===== config.mk =====
export PLATFORM = sky130hd
export DESIGN_NAME = fb_access_arbiter
export DESIGN_NICKNAME = d
export VERILOG_FILES = /design/src/rtl/fb_pkg.sv /design/src/rtl/fb_clear_engine.sv /design/src/rtl/fb_access_arbiter.sv
export SDC_FILE = /design/constraint.sdc
export NUM_CORES = 1
export LEC_CHECK = 0
export ABC_AREA = 1
export CORE_MARGIN = 3
export CORE_UTILIZATION = 45
export DETAILED_ROUTE_END_ITERATION = 12
export PLACE_DENSITY = 0.76
export SLEW_MARGIN = 5
export SYNTH_ARGS = -nofsm -noshare
export SYNTH_HDL_FRONTEND = slang
export SYNTH_SLANG_ARGS = --single-unit

===== constraint.sdc =====
create_clock -name clk_i -period 4.3 [get_ports clk_i]
set_clock_uncertainty 0.2 [all_clocks]
set_input_delay 0.645 -clock clk_i [delete_from_list [all_inputs] [get_ports clk_i]]
set_output_delay 0.645 -clock clk_i [all_outputs]
set_load 0.005 [all_outputs]

===== src/rtl/fb_pkg.sv =====
// Shared constants and types for the 640x480 4-bit framebuffer subsystem.
package fb_pkg;

    localparam int FB_WIDTH  = 640;
    localparam int FB_HEIGHT = 480;
    localparam int FB_DEPTH  = FB_WIDTH * FB_HEIGHT;
    localparam int FB_ADR_W  = 19;
    localparam int FB_DAT_W  = 4;

    typedef enum logic [1:0] {
        CLR_IDLE,
        CLR_FILL,
        CLR_DONE
    } clr_state_t;

endpackage


===== src/rtl/fb_clear_engine.sv =====
// Full-screen clear engine: walks every pixel address once, writing a latched
// fill colour whenever the arbiter grants it the RAM port.
module fb_clear_engine
    import fb_pkg::*;
#(
    parameter int WORD_DEPTH = FB_DEPTH,
    parameter int ADR_W      = FB_ADR_W,
    parameter int DAT_W      = FB_DAT_W
) (
    input  logic             i_clk,
    input  logic             i_rst,
    input  logic             i_start,
    input  logic [DAT_W-1:0] i_color,
    input  logic             i_grant,
    output logic             o_req,
    output logic [ADR_W-1:0] o_adr,
    output logic [DAT_W-1:0] o_dat,
    output logic             o_busy,
    output logic             o_done
);

    localparam logic [ADR_W-1:0] LAST_ADR = ADR_W'(WORD_DEPTH - 1);

    clr_state_t       r_state;
    logic [ADR_W-1:0] r_cnt;
    logic [DAT_W-1:0] r_color;
    logic             r_req;
    logic             r_busy;
    logic             r_done;

    // Clear FSM; start is only honoured from IDLE, the counter advances on grants only.
    always_ff @(posedge i_clk) begin
        if (i_rst) begin
            r_state <= CLR_IDLE;
            r_cnt   <= '0;
            r_color <= '0;
            r_req   <= 1'b0;
            r_busy  <= 1'b0;
            r_done  <= 1'b0;
        end else begin
            r_done <= 1'b0;
            case (r_state)
                CLR_IDLE: begin
                    if (i_start) begin
                        r_state <= CLR_FILL;
                        r_cnt   <= '0;
                        r_color <= i_color;
                        r_req   <= 1'b1;
                        r_busy  <= 1'b1;
                    end
                end
                CLR_FILL: begin
                    if (i_grant) begin
                        if (r_cnt == LAST_ADR) begin
                            r_state <= CLR_DONE;
                            r_req   <= 1'b0;
                            r_busy  <= 1'b0;
                            r_done  <= 1'b1;
                        end else begin
                            r_cnt <= r_cnt + 1'b1;
                        end
                    end
                end
                CLR_DONE: begin
                    r_state <= CLR_IDLE;
                end
                default: begin
                    r_state <= CLR_IDLE;
                    r_req   <= 1'b0;
                    r_busy  <= 1'b0;
                end
            endcase
        end
    end

    assign o_req  = r_req;
    assign o_adr  = r_cnt;
    assign o_dat  = r_color;
    assign o_busy = r_busy;
    assign o_done = r_done;

endmodule


===== src/rtl/fb_access_arbiter.sv =====
// Single-port framebuffer RAM arbiter: video reads first, then CPU writes and
// clear-engine writes sharing the port round-robin.
// Optional build macro FB_STALL_STATS_EN adds a saturating CPU stall counter.
module fb_access_arbiter
    import fb_pkg::*;
#(
    parameter int WORD_DEPTH = FB_DEPTH,
    parameter int ADR_W      = FB_ADR_W,
    parameter int DAT_W      = FB_DAT_W
) (
    input  logic             clk_i,
    input  logic             rst,
    input  logic             vid_req,
    input  logic [ADR_W-1:0] vid_adr,
    output logic             vid_ack,
    output logic             vid_valid,
    output logic [DAT_W-1:0] vid_dat,
    input  logic             cpu_req,
    input  logic [ADR_W-1:0] cpu_adr,
    input  logic [DAT_W-1:0] cpu_dat,
    output logic             cpu_ack,
    input  logic             clr_start,
    input  logic [DAT_W-1:0] clr_color,
    output logic             clr_busy,
    output logic             clr_done,
    output logic             adr_err,
    output logic             ram_we,
    output logic             ram_re,
    output logic [ADR_W-1:0] ram_adr,
    output logic [DAT_W-1:0] ram_dat_o,
    input  logic [DAT_W-1:0] ram_dat_i
`ifdef FB_STALL_STATS_EN
    ,
    input  logic             stats_clr,
    output logic [31:0]      cpu_stall_cnt
`endif
);

    localparam logic [ADR_W-1:0] DEPTH_ADR = ADR_W'(WORD_DEPTH);

    logic             w_vid_gnt;
    logic             w_cpu_gnt;
    logic             w_clr_gnt;
    logic             w_clr_req;
    logic             w_cpu_in_range;
    logic [ADR_W-1:0] w_clr_adr;
    logic [DAT_W-1:0] w_clr_dat;
    logic [ADR_W-1:0] r_ram_adr;
    logic [DAT_W-1:0] r_ram_dat;
    logic             r_rr_cpu_first;
    logic             r_vid_valid;
    logic             r_adr_err;

    fb_clear_engine #(
        .WORD_DEPTH(WORD_DEPTH),
        .ADR_W     (ADR_W),
        .DAT_W     (DAT_W)
    ) u_clear (
        .i_clk  (clk_i),
        .i_rst  (rst),
        .i_start(clr_start),
        .i_color(clr_color),
        .i_grant(w_clr_gnt),
        .o_req  (w_clr_req),
        .o_adr  (w_clr_adr),
        .o_dat  (w_clr_dat),
        .o_busy (clr_busy),
        .o_done (clr_done)
    );

    assign w_cpu_in_range = (cpu_adr < DEPTH_ADR);

    // Grant selection: video always wins, otherwise CPU/clear by round-robin; nothing during reset.
    always_comb begin
        w_vid_gnt = 1'b0;
        w_cpu_gnt = 1'b0;
        w_clr_gnt = 1'b0;
        if (!rst) begin
            if (vid_req) begin
                w_vid_gnt = 1'b1;
            end else if (cpu_req && w_clr_req) begin
                if (r_rr_cpu_first) w_cpu_gnt = 1'b1;
                else                w_clr_gnt = 1'b1;
            end else if (cpu_req) begin
                w_cpu_gnt = 1'b1;
            end else if (w_clr_req) begin
                w_clr_gnt = 1'b1;
            end
        end
    end

    // RAM port mux; address and write data hold their previous value when no write/read uses them.
    always_comb begin
        ram_re    = w_vid_gnt;
        ram_we    = w_clr_gnt | (w_cpu_gnt & w_cpu_in_range);
        ram_adr   = r_ram_adr;
        ram_dat_o = r_ram_dat;
        if (w_vid_gnt) begin
            ram_adr = vid_adr;
        end else if (w_clr_gnt) begin
            ram_adr   = w_clr_adr;
            ram_dat_o = w_clr_dat;
        end else if (w_cpu_gnt && w_cpu_in_range) begin
            ram_adr   = cpu_adr;
            ram_dat_o = cpu_dat;
        end
    end

    // Remember the last driven address/data so idle cycles keep the bus stable.
    always_ff @(posedge clk_i) begin
        if (rst) begin
            r_ram_adr <= '0;
            r_ram_dat <= '0;
        end else begin
            r_ram_adr <= ram_adr;
            r_ram_dat <= ram_dat_o;
        end
    end

    // Round-robin pointer, read-valid pipeline stage and sticky address-error flag.
    always_ff @(posedge clk_i) begin
        if (rst) begin
            r_rr_cpu_first <= 1'b1;
            r_vid_valid    <= 1'b0;
            r_adr_err      <= 1'b0;
        end else begin
            r_vid_valid <= w_vid_gnt;
            if (w_cpu_gnt)      r_rr_cpu_first <= 1'b0;
            else if (w_clr_gnt) r_rr_cpu_first <= 1'b1;
            if (w_cpu_gnt && !w_cpu_in_range) r_adr_err <= 1'b1;
        end
    end

    assign vid_ack   = w_vid_gnt;
    assign cpu_ack   = w_cpu_gnt;
    assign vid_valid = r_vid_valid & ~rst;
    assign vid_dat   = vid_valid ? ram_dat_i : '0;
    assign adr_err   = r_adr_err;

`ifdef FB_STALL_STATS_EN
    logic [31:0] r_stall_cnt;

    // Saturating count of cycles the CPU waited with a request pending.
    always_ff @(posedge clk_i) begin
        if (rst || stats_clr) begin
            r_stall_cnt <= '0;
        end else if (cpu_req && !w_cpu_gnt && (r_stall_cnt != 32'hFFFF_FFFF)) begin
            r_stall_cnt <= r_stall_cnt + 32'd1;
        end
    end

    assign cpu_stall_cnt = r_stall_cnt;
`endif

endmodule


==> impl_metrics.py, run 1 <==
metrics = {
    "sta": {
        "relSlewSlack_pct": 64.43,
        "fin_crit_ns": 4.036,
        "min_period_over_period_pct": 93.86,
        "hold_viol_final": 0,
        "fmax_mhz": 247.8,
        "setup_viol": 0,
        "rsz0062_at_grt": "false",
        "slew_violations": 0,
        "worst_slew_pin_slew_ns": 0.5335,
        "setup_tns_ns": 0,
    },
    "setup_path": {
        "cp.required_ns": 3.45,
        "crit_buf_inv": 4,
        "worstPathMaxFanout": 44,
        "cp_slowest_cell": "clkdlybuf4s50_1",
        "crit_cells": 9,
        "worst-r2r-cell-count": 9,
        "crit_type": "input pin to primary output",
        "cp.arrival_ns": 3.19,
        "worst_path_largest_cell_delay_ns": 0.49,
        "cp_top_family": "buffers and inverters",
        "startpoint_type": "input pin",
        "endpoint_kind": "primary output",
        "crit_chain": "clkdlybuf4s50_1 > buf_4 > nor2_1 > inv_1 > o21ai_0 > nor2_1 > nand2_1 > nand2_1 > clkdlybuf4s50_1",
    },
    "cts": {
        "htreeDepth": 2,
        "post_cts_buffers": 0,
        "clock_latency_ns": 0.31,
        "cts_hold_buf": 0,
        "cts_resized": 0,
        "cts_root_buffer": "clkbuf_8",
        "cts_tree": "done",
        "cts_buffer_depth": 2,
        "numCtsBuffers": 5,
        "clock-sinks": 53,
        "clk_pin_slew_ns": 0.09,
    },
    "placement": {
        "hpwl_um": 6789,
        "dpl-instance-area_mm2": 0.004165,
        "gp_congestion": 0.9108,
        "dp.cells": 693,
        "portBuffers": 89,
    },
    "layout": {
        "diodes": 0,
        "layout_commonest_cell": "nand2_1",
        "final_area_mm2": 0.004239,
        "nets": 660,
        "syn_to_final_growth_pct": 30.36,
        "drive_above_1_share_pct": 5.307,
        "finalNonFillerCells": 699,
        "mostFrequentLayoutCells": "nand2_1, clkdlybuf4s50_1, nor2_1",
    },
    "global_routing": {
        "grt.total_usage_pct": 23.04,
        "grt_antenna_before_repair": 0,
        "use_met2_pct": 36.85,
        "groute.layer.met1.usage_pct": 31.37,
        "grt_start_max_net_pins": 45,
        "met3_usage_pct": 5.385,
        "grt_overflow": 0,
        "top_usage_layer": "met2",
        "grt_pass1_wl_um": 16000,
        "first_global_vias": 3433,
    },
    "floorplanning": {
        "core_mm2": 0.006907,
        "die_x_um": 91.01,
        "initial_utilization_pct": 47.08,
        "dieArea_mm2": 0.008283,
        "pin_count": 90,
        "rows": 30,
        "fp.dieH_um": 91.01,
    },
    "power": {
        "vdd_ir_drop_max_uv": 115.9,
        "leakagePower_nw": 1.786,
        "power_mw": 1.043,
        "cellPowerDensity_mw_per_mm2": 246.0,
    },
    "job": {
        "maxCapViolCount": 0,
    },
    "drt": {
        "vias": 3508,
        "drc_errors": 0,
        "wirelength_um": 9245,
        "vias_per_cell": 5.019,
        "ant_nets": 0,
        "drt_iter0_markers": 188,
        "drt_pass1_iterations": 5,
        "post_drt_wl_per_cell_um": 13.23,
    },
    "yosys": {
        "syn-num-nets": 585,
        "ys.warnings.count": 0,
        "synth_seq_cells": 53,
        "synthFlopType": "dfxtp_1",
        "synth_edf_count": 0,
        "async_flop_share_pct": 0,
        "synth_top_area_share_pct": 32.63,
        "synth_cells": 529,
        "yosys-top-cells-area": "dfxtp_1, nand2_1, nor2_1",
        "yosysUniqueCellTypes": 30,
        "yosys.area.top_type": "dfxtp_1",
        "syn_area_mm2": 0.003252,
        "syn_area_per_cell_um2": 6.147,
        "ys_seq_area_share_pct": 32.63,
    },
    "status": {
        "outcome": "finished, final reports clean",
    },
    "hold_path": {
        "hold_depth": 2,
        "holdCritPathClass": "register to register",
    },
}
-- through the flow --
stage / hold WS, ns / util, % / worst slack [ns]
global route: 0.3126 / 61.38 / 0.09885
detailed placement: 0.2637 / 60.31 / 0.2892
global placement: 0.2599 / 60.31 / 0.2585
CTS: 0.2844 / 61.38 / 0.2846
finish: 0.2795 / 61.38 / 0.2642
floorplan: 0.2472 / - / 1.773
-- layout make-up --
cell class,count,area [um^2]
fill,688,2668
multi-input combinational,396,1847
sequential,53,1061
timing repair buffer,95,935.9
inverter,53,201.4
tap,96,120.1
clock buffer,5,68.82
clock inverter,1,5.005
-- state kept, by name (all words and copies together), names as in the netlist --
| name | flops |
|---|---|
| u_clear.o_adr | 19 |
| u_clear.r_state | 2 |
| adr_err | 1 |
| u_clear.o_done | 1 |
| u_clear.o_dat | 4 |
| r_ram_adr | 19 |
| r_vid_valid | 1 |
| r_rr_cpu_first | 1 |
| r_ram_dat | 4 |
| u_clear.o_req | 1 |
-- report_power, final --
| group | leakage [nW] | total (mW) | switching, mW | internal (mW) |
|---|---|---|---|---|
| Sequential | 0.432 | 0.522 | 0.00961 | 0.512 |
| Combinational | 1.31 | 0.252 | 0.125 | 0.127 |
| Clock | 0.0399 | 0.269 | 0.161 | 0.108 |
| Total | 1.79 | 1.04 | 0.296 | 0.747 |
-- Yosys cell counts (3+ instances only) --
master    instances
a21oi_1          34
a21oi_2           6
buf_2             6
buf_4             3
buf_6             3
clkbuf_1         13
dfxtp_1          53
inv_1            51
nand2_1         168
nand3_1          37
nand4_1          23
nor2_1           70
nor2_2            3
o211ai_1          4
o21ai_0          26
or2_2             4
xor2_1            8
-- worst paths after layout --
check,start,to,slack [ns]
max,rst,ram_adr[18],0.26
min,r_ram_dat[3],r_ram_dat[3],0.28
max reg2reg,u_clear.o_adr[0],u_clear.o_adr[3],2.00
min reg2reg,r_ram_dat[3],r_ram_dat[3],0.28
-- layer usage --
| layer | up-vias | share of wire, % | routed length, um |
|---|---|---|---|
| met2 | 107 | 46 | 4224 |
| met3 | 7 | 6.7 | 615 |
| met4 | 0 | 0.87 | 80 |
| li1 | 1836 | - | - |
| met5 | - | 0 | 0 |
| met1 | 1558 | 47 | 4324 |
-- cells by family after synthesis --
group,Yosys count,synth area share [%]
and+or+nand+nor,311,40.78
buffers and inverters,80,10.58
AOI/OAI and AO/OA,74,12.93
DFF,53,32.63
xor gates and xnor gates,10,2.694
adders and majority gates,1,0.3847
-- worst reg2reg max path, cell delays in order (launching register included) --
cell,delay (ns)
dfxtp_1,0.49
ha_1,0.34
nand3_2,0.15
nor2_1,0.28
nand4_1,0.15
nand3_2,0.31
nand2_1,0.12
nand2_1,0.08
inv_1,0.04
nor2_1,0.07
Power figures use the tool's default switching activity.
==> run 2, diff against run 1 <==
--- a/config.mk
+++ b/config.mk
@@ -9,6 +9,8 @@
 export CORE_MARGIN = 3
 export CORE_UTILIZATION = 45
 export DETAILED_ROUTE_END_ITERATION = 12
+export HOLD_SLACK_MARGIN = 0.1
+export MAX_ROUTING_LAYER = met4
 export PLACE_DENSITY = 0.76
 export SLEW_MARGIN = 5
 export SYNTH_ARGS = -nofsm -noshare
==> impl_metrics.py, run 2 (synthesis results as in run 1) <==
metrics = {
    "status": {
        "outcome": "finished, final reports clean",
    },
    "drt": {
        "drt_iter0_markers": 184,
        "wl_met1_um": 4328,
        "met2WireLength_um": 4350,
        "post_drt_wl_per_cell_um": 13.19,
        "drt_pass1_iterations": 5,
        "dr.max_layer_used": "met4",
        "vias_per_cell": 5.030,
        "wirelength_um": 9244,
        "drc_errors": 0,
        "ant_nets": 0,
        "vias": 3526,
        "route.met3.wl_um": 500,
    },
    "cts": {
        "cts_hold_buf": 0,
        "cts_buffer_depth": 2,
        "clk_pin_slew_ns": 0.10,
        "htreeDepth": 2,
        "clock-sinks": 53,
        "numCtsBuffers": 5,
        "cts_root_buffer": "clkbuf_8",
        "post_cts_buffers": 0,
        "cts_resized": 0,
        "clock_latency_ns": 0.31,
        "cts_tree": "done",
    },
    "setup_path": {
        "crit_cells": 9,
        "endpoint_kind": "primary output",
        "cp.required_ns": 3.45,
        "worst_path_largest_cell_delay_ns": 0.49,
        "crit_chain": "clkdlybuf4s50_1 > buf_4 > nor2_1 > inv_1 > o21ai_0 > nor2_1 > nand2_1 > nand2_1 > clkdlybuf4s50_1",
        "startpoint_type": "input pin",
        "cp_top_family": "buffers and inverters",
        "worstPathMaxFanout": 44,
        "cp_slowest_cell": "clkdlybuf4s50_1",
        "crit_type": "input pin to primary output",
        "r2r_slack_ns": 2.03,
        "worst-r2r-cell-count": 9,
        "crit_buf_inv": 4,
        "cp.arrival_ns": 3.15,
    },
    "placement": {
        "dp.cells": 693,
        "portBuffers": 89,
        "gp_congestion": 0.9197,
        "hpwl_um": 6854,
    },
    "floorplanning": {
        "fp.dieH_um": 91.01,
        "pin_count": 90,
        "die_x_um": 91.01,
        "core_mm2": 0.006907,
        "dieArea_mm2": 0.008283,
        "rows": 30,
        "initial_utilization_pct": 47.08,
    },
    "sta": {
        "rsz0062_at_grt": "false",
        "slew_violations": 0,
        "worst_slew_pin_slew_ns": 0.5304,
        "relSlewSlack_pct": 64.64,
        "setup_tns_ns": 0,
        "fmax_mhz": 250.3,
        "fin_crit_ns": 3.996,
        "setup_viol": 0,
        "hold_viol_final": 0,
        "min_period_over_period_pct": 92.93,
    },
    "layout": {
        "mostFrequentLayoutCells": "nand2_1, clkdlybuf4s50_1, nor2_1",
        "syn_to_final_growth_pct": 31.67,
        "layout_commonest_cell": "nand2_1",
        "fillers": 709,
        "drive_above_1_share_pct": 5.455,
        "diodes": 0,
        "finalNonFillerCells": 701,
        "nets": 660,
    },
    "global_routing": {
        "first_global_vias": 3210,
        "grt_overflow": 0,
        "grt_start_max_net_pins": 45,
        "grt.total_usage_pct": 22.88,
        "grt_antenna_before_repair": 0,
        "grt_pass1_wl_um": 15480,
    },
    "power": {
        "vdd_ir_drop_max_uv": 162.3,
        "leakagePower_nw": 1.805,
        "power_mw": 1.129,
        "cellPowerDensity_mw_per_mm2": 263.8,
    },
    "hold_path": {
        "hold_depth": 2,
        "holdCritPathClass": "register to register",
    },
    "job": {
        "maxCapViolCount": 0,
    },
}
[run 2: cell count changes in the layout (fill, tap and decap cells not counted), sizes merged]
cell	before	now
clkbuf	5	7
bufinv	0	1
clkinv	3	2
[run 2: final cells by class]
| class | count | area, um^2 | share of cell area (%) |
|---|---|---|---|
| well taps | 96 | 120.1 | 2.805 |
| inverters | 53 | 201.4 | 4.705 |
| clock buffers | 7 | 86.33 | 2.016 |
| multi-input cells | 396 | 1847 | 43.13 |
| repair buffers | 95 | 935.9 | 21.86 |
| clock inverters | 1 | 30.03 | 0.7013 |
| flip-flops and latches | 53 | 1061 | 24.78 |
[run 2: path summary, 6_finish.rpt]
check / end / from
worst max-delay path: ram_adr[18] / rst
worst min-delay path: r_ram_dat[3] / r_ram_dat[3]
worst max register to register: u_clear.o_adr[18] / u_clear.o_req
worst min register to register: r_ram_dat[3] / r_ram_dat[3]
[run 2: stage by stage]
step | area [um^2] | utilization [%] | worst slack, ns | hold slack (ns)
after global placement | 4165 | 60.31 | 0.2600 | 0.2596
after CTS | 4282 | 61.99 | 0.3060 | 0.2827
final | 4282 | 61.99 | 0.3040 | 0.2821
after floorplan | 3252 | - | 1.773 | 0.2472
after detailed placement | 4165 | 60.31 | 0.3148 | 0.2680
after global routing | 4282 | 61.99 | 0.007442 | 0.2977
[run 2: layer usage]
layer,track usage (%),vias to the layer above
li1,-,1843
met1,30.84,1586
met2,36.11,88
met3,4.060,9
met4,4.648,0
met5,-,-
[run 2: where the power goes]
part | switching, mW | internal (mW) | total [mW]
logic | 0.125 | 0.127 | 0.252
clock network | 0.165 | 0.190 | 0.356
registers | 0.00960 | 0.512 | 0.522
total | 0.300 | 0.829 | 1.13
[run 2: tightest hold or removal path, cell delays in order, from the launching register on]
cell and delay [ns]:
dfxtp_1 0.31, nand2_1 0.07, a21oi_1 0.06
